### src/rtl/wb_sdram_bridge.sv
`default_nettype none
// +--------------------------------------------------------------------------+
// | wb_sdram_bridge: Wishbone slave in front of the SDRAM controller, with a  |
// | one-line read buffer filled by line-aligned controller bursts.           |
// | Revision: 1.0                                                            |
// +--------------------------------------------------------------------------+
module wb_sdram_bridge #(
  parameter logic [31:0] BASE_ADDR    = 32'h3800_0000,
  parameter logic [31:0] ADDR_MASK    = 32'hFF80_0000,
  parameter int unsigned LINE_WORDS   = 8,
  parameter logic [15:0] FILL_TIMEOUT = 16'd64
) (
  input  logic        clk,
  input  logic        rst_n,
  input  logic        wbs_cyc_i,
  input  logic        wbs_stb_i,
  input  logic        wbs_we_i,
  input  logic [3:0]  wbs_sel_i,
  input  logic [31:0] wbs_adr_i,
  input  logic [31:0] wbs_dat_i,
  output logic        wbs_ack_o,
  output logic [31:0] wbs_dat_o,
  output logic        ctrl_in_valid,
  output logic        ctrl_rw,
  output logic [22:0] ctrl_addr,
  output logic [31:0] ctrl_data_in,
  input  logic        ctrl_busy,
  input  logic        ctrl_out_valid,
  input  logic [31:0] ctrl_data_out,
  output logic        fill_err
);

  localparam int c_IDX_W = $clog2(LINE_WORDS);
  localparam int c_TAG_W = 21 - c_IDX_W;
  localparam logic [c_IDX_W-1:0] c_LAST_IDX = c_IDX_W'(LINE_WORDS - 1);

  typedef enum logic [2:0] {
    S_IDLE     = 3'd0,
    S_WR_ISSUE = 3'd1,
    S_RD_ISSUE = 3'd2,
    S_FILL     = 3'd3,
    S_ACK      = 3'd4
  } state_t;

  state_t                r_state, w_state_nx;
  logic                  r_line_valid, w_line_valid_nx;
  logic [LINE_WORDS-1:0] r_word_valid, w_word_valid_nx;
  logic [c_TAG_W-1:0]    r_tag, w_tag_nx;
  logic [c_IDX_W-1:0]    r_idx, w_idx_nx;
  logic [c_IDX_W-1:0]    r_fill_cnt, w_fill_cnt_nx;
  logic [15:0]           r_tmo, w_tmo_nx;
  logic                  r_fill_err, w_fill_err_nx;
  logic                  r_acked, w_acked_nx;
  logic [31:0]           r_rdata, w_rdata_nx;
  logic                  r_ack, w_ack_nx;
  logic [31:0]           r_dat, w_dat_nx;
  logic                  r_in_valid, w_in_valid_nx;
  logic                  r_rw, w_rw_nx;
  logic [22:0]           r_addr, w_addr_nx;
  logic [31:0]           r_data_in, w_data_in_nx;
  logic [31:0]           r_buf [LINE_WORDS];
  logic                  w_buf_we;
  logic [c_IDX_W-1:0]    w_buf_wi;
  logic [31:0]           w_buf_wd;

  logic               w_req;
  logic [c_TAG_W-1:0] w_tag;
  logic [c_IDX_W-1:0] w_idx;
  logic               w_tag_match;
  logic               w_unused;

  // A request is ignored while ack is high so a still-held stb is not re-served.
  assign w_req       = wbs_cyc_i & wbs_stb_i & ((wbs_adr_i & ADDR_MASK) == BASE_ADDR) & ~r_ack;
  assign w_tag       = wbs_adr_i[22:c_IDX_W+2];
  assign w_idx       = wbs_adr_i[c_IDX_W+1:2];
  assign w_tag_match = r_line_valid & (r_tag == w_tag);
  assign w_unused    = ^wbs_sel_i;

  always_comb begin
    w_state_nx      = r_state;
    w_line_valid_nx = r_line_valid;
    w_word_valid_nx = r_word_valid;
    w_tag_nx        = r_tag;
    w_idx_nx        = r_idx;
    w_fill_cnt_nx   = r_fill_cnt;
    w_tmo_nx        = r_tmo;
    w_fill_err_nx   = r_fill_err;
    w_acked_nx      = r_acked;
    w_rdata_nx      = r_rdata;
    w_ack_nx        = 1'b0;
    w_dat_nx        = '0;
    w_in_valid_nx   = 1'b0;
    w_rw_nx         = r_rw;
    w_addr_nx       = r_addr;
    w_data_in_nx    = r_data_in;
    w_buf_we        = 1'b0;
    w_buf_wi        = r_fill_cnt;
    w_buf_wd        = ctrl_data_out;
    case (r_state)
      S_IDLE: begin
        if (w_req) begin
          w_idx_nx = w_idx;
          if (wbs_we_i) begin
            w_rw_nx      = 1'b1;
            w_addr_nx    = {wbs_adr_i[22:2], 2'b00};
            w_data_in_nx = wbs_dat_i;
            w_rdata_nx   = '0;
            w_state_nx   = S_WR_ISSUE;
            // Write-through keeps the buffered line coherent with SDRAM.
            if (w_tag_match) begin
              w_buf_we = 1'b1;
              w_buf_wi = w_idx;
              w_buf_wd = wbs_dat_i;
            end
          end else if (w_tag_match) begin
            w_rdata_nx = r_buf[w_idx];
            w_state_nx = S_ACK;
          end else begin
            w_rw_nx         = 1'b0;
            w_addr_nx       = {w_tag, {(c_IDX_W+2){1'b0}}};
            w_line_valid_nx = 1'b0;
            w_word_valid_nx = '0;
            w_tag_nx        = w_tag;
            w_state_nx      = S_RD_ISSUE;
          end
        end
      end
      S_WR_ISSUE, S_RD_ISSUE: begin
        if (!ctrl_busy) begin
          w_in_valid_nx = 1'b1;
          if (r_state == S_RD_ISSUE) begin
            w_fill_cnt_nx = '0;
            w_tmo_nx      = '0;
            w_acked_nx    = 1'b0;
            w_state_nx    = S_FILL;
          end else begin
            w_state_nx = S_ACK;
          end
        end
      end
      S_FILL: begin
        w_tmo_nx = r_tmo + 16'd1;
        if (ctrl_out_valid) begin
          w_buf_we                    = 1'b1;
          w_word_valid_nx[r_fill_cnt] = 1'b1;
          w_fill_cnt_nx               = r_fill_cnt + 1'b1;
          // Early ack as soon as the requested word lands.
          if (!r_acked && w_word_valid_nx[r_idx]) begin
            w_ack_nx   = 1'b1;
            w_dat_nx   = ctrl_data_out;
            w_acked_nx = 1'b1;
          end
        end
        if (ctrl_out_valid && (r_fill_cnt == c_LAST_IDX)) begin
          w_line_valid_nx = 1'b1;
          w_state_nx      = S_IDLE;
        end else if (w_tmo_nx == FILL_TIMEOUT) begin
          w_fill_err_nx   = 1'b1;
          w_line_valid_nx = 1'b0;
          w_state_nx      = S_IDLE;
          if (!w_acked_nx) begin
            w_ack_nx   = 1'b1;
            w_dat_nx   = '0;
            w_acked_nx = 1'b1;
          end
        end
      end
      S_ACK: begin
        w_ack_nx   = 1'b1;
        w_dat_nx   = r_rdata;
        w_state_nx = S_IDLE;
      end
      default: w_state_nx = S_IDLE;
    endcase
  end

  always_ff @(posedge clk) begin
    if (!rst_n) begin
      r_state <= S_IDLE;
    end else begin
      r_state <= w_state_nx;
    end
  end

  always_ff @(posedge clk) begin
    if (!rst_n) begin
      r_line_valid <= 1'b0;
      r_word_valid <= '0;
      r_tag        <= '0;
      r_idx        <= '0;
      r_fill_cnt   <= '0;
      r_tmo        <= '0;
      r_fill_err   <= 1'b0;
      r_acked      <= 1'b0;
      r_rdata      <= '0;
      r_ack        <= 1'b0;
      r_dat        <= '0;
      r_in_valid   <= 1'b0;
      r_rw         <= 1'b0;
      r_addr       <= '0;
      r_data_in    <= '0;
    end else begin
      r_line_valid <= w_line_valid_nx;
      r_word_valid <= w_word_valid_nx;
      r_tag        <= w_tag_nx;
      r_idx        <= w_idx_nx;
      r_fill_cnt   <= w_fill_cnt_nx;
      r_tmo        <= w_tmo_nx;
      r_fill_err   <= w_fill_err_nx;
      r_acked      <= w_acked_nx;
      r_rdata      <= w_rdata_nx;
      r_ack        <= w_ack_nx;
      r_dat        <= w_dat_nx;
      r_in_valid   <= w_in_valid_nx;
      r_rw         <= w_rw_nx;
      r_addr       <= w_addr_nx;
      r_data_in    <= w_data_in_nx;
    end
  end

  always_ff @(posedge clk) begin
    if (rst_n && w_buf_we) begin
      r_buf[w_buf_wi] <= w_buf_wd;
    end
  end

  assign wbs_ack_o     = r_ack;
  assign wbs_dat_o     = r_dat;
  assign ctrl_in_valid = r_in_valid;
  assign ctrl_rw       = r_rw;
  assign ctrl_addr     = r_addr;
  assign ctrl_data_in  = r_data_in;
  assign fill_err      = r_fill_err;

endmodule
`default_nettype wire

### config.mk
export PLATFORM = sky130hd
export DESIGN_NAME = wb_sdram_bridge
export DESIGN_NICKNAME = d
export VERILOG_FILES = /design/src/rtl/wb_sdram_bridge.sv
export SDC_FILE = /design/constraint.sdc
export NUM_CORES = 1
export LEC_CHECK = 0
export ABC_CLOCK_PERIOD_IN_PS = 4700
export BUFFER_PORTS_ARGS = -buffer_cell sky130_fd_sc_hd__buf_2
export CORE_AREA = 2 2 175 177
export CTS_CLUSTER_SIZE = 8
export DETAILED_ROUTE_END_ITERATION = 6
export DIE_AREA = 0 0 177 179
export GPL_TIMING_DRIVEN = 0
export PLACE_DENSITY = 0.79
export SYNTH_ARGS = -nofsm -noshare
export SYNTH_HDL_FRONTEND = slang
export SYNTH_SLANG_ARGS = --single-unit
### constraint.sdc
create_clock -name clk -period 4.7 [get_ports clk]
set_input_delay 0.94 -clock clk [delete_from_list [all_inputs] [get_ports clk]]
set_output_delay 0.94 -clock clk [all_outputs]
set_load 0.05 [all_outputs]
After elaboration in Yosys (flattened, before gate mapping)
Memory sizes are Yosys's and may differ from the RTL's. Index checks and enable logic that the tools add are counted.

Bitwise operators: 9. Add/sub/neg operators: 2. Equality and inequality tests: 16. Reductions and logical operators: 22. Muxes and demuxes: 71. Magnitude comparators: 3.

Operators by type and width (number): two-way mux 32 bit (11); one-hot mux 32 bit (2 select lines) (1); two-way mux 23 bit (2); two-way mux 3 bit (14); two-way mux 16 bit (2); two-way mux 8 bit (4); one-hot mux 16 bit (2 select lines) (1); two-way mux 1 bit (27); == test 18 bit (1); AND reduction 3 bit (6); adder 16 x 1 -> 16 bit (second input constant) (1); == test 16 x 7 -> 1 bit (second input constant) (1); one-hot mux 8 bit (2 select lines) (1); != test 2 bit (second input constant) (7); AND reduction 5 bit (2); == test 9 x 7 -> 1 bit (second input constant) (1); one-hot mux 3 bit (3 select lines) (1); less-than comparator 3 x 4 -> 1 bit (second input constant) (2); OR 8 bit (1); one-hot mux 1 bit (2 select lines) (4); AND reduction 4 bit (2); == test 3 x 2 -> 1 bit (second input constant) (2); == test 3 bit (second input constant) (2); one-hot mux 3 bit (2 select lines) (1); other kinds (14) (26).

Memories: 1. RAM bits: 256. Word-level logic and storage cells: 140. Flip-flop bits (word level): 176. Bits of input ports: 107.

Memory list: r_buf (words 8, width 32, read ports 1, clocked after Yosys merged registers in 0, wr ports 1, RTL line 61) `logic [31:0] r_buf [LINE_WORDS];`.

Longest topological paths before layout
Depth in word-level cells: 15. Gate-level depth with buffers: 11. Gate-level depth less buffers: 7.

Worst setup path after synthesis
OpenSTA, ideal clock, no wires.

Path type: input port to flip-flop. From: in wbs_we_i. To: mem r_buf[4][0] (enable). Path buffers: 4. Cell stages on the path: 9. Data arrival time: 3.574 ns. Setup slack: 0.735 ns. Library setup time: 0.391 ns. Path through: clkbuf_1 -> inv_1 -> or4_1 -> clkbuf_1 -> or3_1 -> clkbuf_1 -> buf_2 -> nor4b_2 -> o21a_1.

Word-level cells in the longest chain between the ends: 6. Elaborated cells on any way between the ends: 9.

RTL lines: start: declaration (RTL line 17) `input logic wbs_we_i,`; two-way mux 1 bit (RTL line 103) `if (wbs_we_i) begin`; two-way mux 1 bit (RTL line 101) `if (w_req) begin`; one-hot mux 1 bit (2 select lines) (RTL line 99) `case (r_state)`; logical AND 1 bit (RTL line 222) `if (rst_n && w_buf_we) begin`; two-way mux 1 bit (RTL line 222); two-way mux 1 bit (not written as such) (RTL line 223) `r_buf[w_buf_wi] <= w_buf_wd;`; end: declaration (RTL line 61).

Several ways; a longest one is shown, not always the timed one.

Final worst setup path
From: in wbs_we_i. To: mem r_buf[1][7] (enable).

The elaborated chain is that of the path after synthesis.

==> flow_summary.yaml <==
clock_tree:
  clockRootBuffer: "clkbuf_16"
  hold_buffers: 0
  numCtsBuffers: 59
  post_cts_buffers: 0
  cts_max_level: 2
  cts_sinks: 430
  clk_latency_ns: 0.60
  cts_tree: "yes"
  clk_path_buf_depth: 3
  cts-resized-gates: 0
  clkTransAtPathRegs_ns: 0.05
synth:
  synthFlopType: "edfxtp_1"
  synthCells: 1224
  netlist_top_cells_area: "edfxtp_1 45%, dfxtp_1 20%, mux4_2 8.6%"
  seq_area_frac_synth_pct: 65.25
  yosysTopAreaCell: "edfxtp_1"
  syn_area_mm2: 0.01712
  ys_async_sr_fraction_pct: 0
  yosys_warnings: 0
  yosysTopAreaCellShare_pct: 44.90
  syn_area_per_cell_um2: 13.99
  ys_ff_latch: 430
  synth_cell_type_count: 53
  synth-edff-count: 256
final_layout:
  finalNonFillerCells: 1920
  drive_gt1_share_pct: 25.34
  num-nets-final: 1590
  final_common_cell: "edfxtp_1"
  final_cell_mix: "256 x edfxtp_1, 202 x buf_2, 174 x dfxtp_1"
  seqCellArea_mm2: 0.01117
  final_core_util_pct: 68.04
  fillCellCount: 2022
  multi_input_area_mm2: 0.005548
  fin_area_mm2: 0.02043
  syn2layout_area_growth_pct: 19.34
floorplan:
  start_util_pct: 57.01
  fp.dieH_um: 179
  io_pins: 198
  num_rows: 64
  core_area_mm2: 0.03003
  die-area_mm2: 0.03168
  die_w_um: 177
global_routing:
  grt_pass1_wl_um: 67550
  gr-total-overflow: 0
  grt_pass1_vias: 11570
  grt_max_degree: 28
  grtUsageTotal_pct: 28.55
  antenna_found_initial: 1
power:
  p_comb_share_pct: 3.7
  leakagePower_nw: 7.345
  switchingPower_mw: 1.739
  power_density_mw_per_mm2: 400.6
  max-vdd-ir-drop_uv: 389.1
  seq_power_share_pct: 48.8
  p_sw_share_pct: 21.24
  clkPwrFrac_pct: 47.5
  internal_power_mw: 6.446
  power_mw: 8.185
place:
  placed_area_mm2: 0.01874
  gp_congestion: 0.9142
  dp_hpwl_um: 28490
  port_buffers: 185
  placedCellCount: 1814
sta:
  fmax_ghz: 0.2280
  min_period_over_period_pct: 93.31
  clock_skew_ns: 0.02536
  setup_viol: 0
  worst_pin_slew_ns: 0.9572
  slew_headroom_pct: 36.19
  period_needed_ns: 4.385
  hold_viol: 0
  rsz0062_at_grt: "false"
  slew_violations: 0
run_status:
  status: "completed"
worst_setup_path:
  end_kind: "register"
  cp_top_family: "buffers and inverters"
  crit_chain: "clkbuf_1 > inv_1 > or4_1 > clkbuf_1 > or3_1 > clkbuf_1 > buf_2 > nor4_1 > o21a_2 > buf_16"
  crit_type: "primary input to register"
  worstSetupStartpointType: "primary input"
  crit_path_frequent_cell: "clkbuf_1"
  required_ns: 4.97
  slowest_stage: "o21a_2"
  cpPeakStageDelay_ns: 0.55
  path_buf_inv: 6
  cp_max_fo: 18
  critical_path_arrival_ns: 4.66
drt:
  drtPass1Iterations: 5
  wl_per_cell_um: 23.73
  routed_wl_um: 45560
  drtIter0Drc: 1326
  vias: 11900
  drc: 0
  ant_nets: 0
  avgViaCountPerCell: 6.197
run:
  maxCapViolCount: 0
hold_path:
  hp-class: "register to register"
stage by stage:
stage / TNS [ns] / hold slack, ns / setup WS [ns]
final: 0 / 0.4504 / 0.3146
after global routing: 0 / 0.4713 / 0.2718
after CTS: 0 / 0.4518 / 0.4187
after detailed placement: 0 / 0.4446 / 0.008730
after global placement: -187.36 / 0.4418 / -0.8578
after floorplan: 0 / 0.4359 / 0.7350
state kept, by name, summed over array words and instances, names as in the netlist:
register and count:
r_buf 256, r_rdata 32, r_fill_cnt 3, wbs_dat_o 32, r_tmo 16, ctrl_addr 21, r_tag 18, ctrl_data_in 32
r_acked 1, r_idx 3, ctrl_rw 1, r_state 3, r_line_valid 1, ctrl_in_valid 1, r_word_valid 8, fill_err 1
wbs_ack_o 1
worst register-to-register path, stage by stage, from the launching register on:
cell      delay [ns]
dfxtp_1         0.29
buf_2           0.18
and4bb_1        0.29
nand4_1         0.26
or4_1           0.47
clkbuf_1        0.30
or3_1           0.50
clkbuf_1        0.23
buf_2           0.25
nor4_1          0.41
o21a_2          0.55
buf_16          0.25
cell families after synthesis:
group                      synth area share, %
other                                  0.02190
AOI/OAI and AO/OA                        8.032
muxes                                    14.87
adders and majority gates               0.2923
DFF                                      65.25
xor gates and xnor gates                 1.177
and+or+nand+nor                          7.937
buffers and inverters                    2.426
final timing paths:
check              startpoint               end  slack (ns)  cells after the start
max                  wbs_we_i       r_buf[1][7]        0.31                     10
min          ctrl_data_in[24]  ctrl_data_in[24]        0.45                      2
max reg2reg        r_state[1]       r_buf[1][7]        0.40                     11
min reg2reg  ctrl_data_in[24]  ctrl_data_in[24]        0.45                      2
Yosys cell counts, types with 4 or more instances:
cell	number
xnor2_1	11
mux2i_1	72
or4_1	35
ha_1	4
nor3_1	14
o21a_1	18
a21oi_1	86
nor2_1	72
clkbuf_1	73
inv_1	10
mux4_2	65
a211oi_1	6
o21ai_0	52
nand2_1	91
buf_2	17
or3_1	7
a31oi_1	7
mux2_2	32
a22o_1	32
xor2_1	12
nor4_1	10
and3_1	4
a22oi_1	6
nand3_1	8
dfxtp_1	174
nand2b_1	6
nand4_1	7
edfxtp_1	256
cell type report:
cell class              instances  area share (%)
diodes                          1         0.01225
plain buffers                  93           1.849
clock buffers                 102           8.016
clock inverters                 3          0.2572
inverters                      10          0.1837
multi-input cells             692           27.15
flip-flops and latches        430           54.68
well taps                     396           2.425
repair buffers                193           5.426
power groups by stage:
stage	clock network [mW]	registers (mW)	logic, mW
after floorplan	0	4.07	0.169
after global placement	0	4.07	0.286
after detailed placement	0	4.07	0.295
after CTS	3.90	3.99	0.301
after global routing	4.07	3.99	0.322
final	3.89	3.99	0.303
per-layer routing:
metal  vias to the layer above  global-route usage, %  part of all wire [%]
li1                       5185                      -                     -
met5                         -                      0                     0
met2                       731                  47.21                    50
met3                       117                  5.322                   9.5
met1                      5866                  37.63                    38
met4                         0                  11.29                   3.4
(Power assumes the default switching activity.)
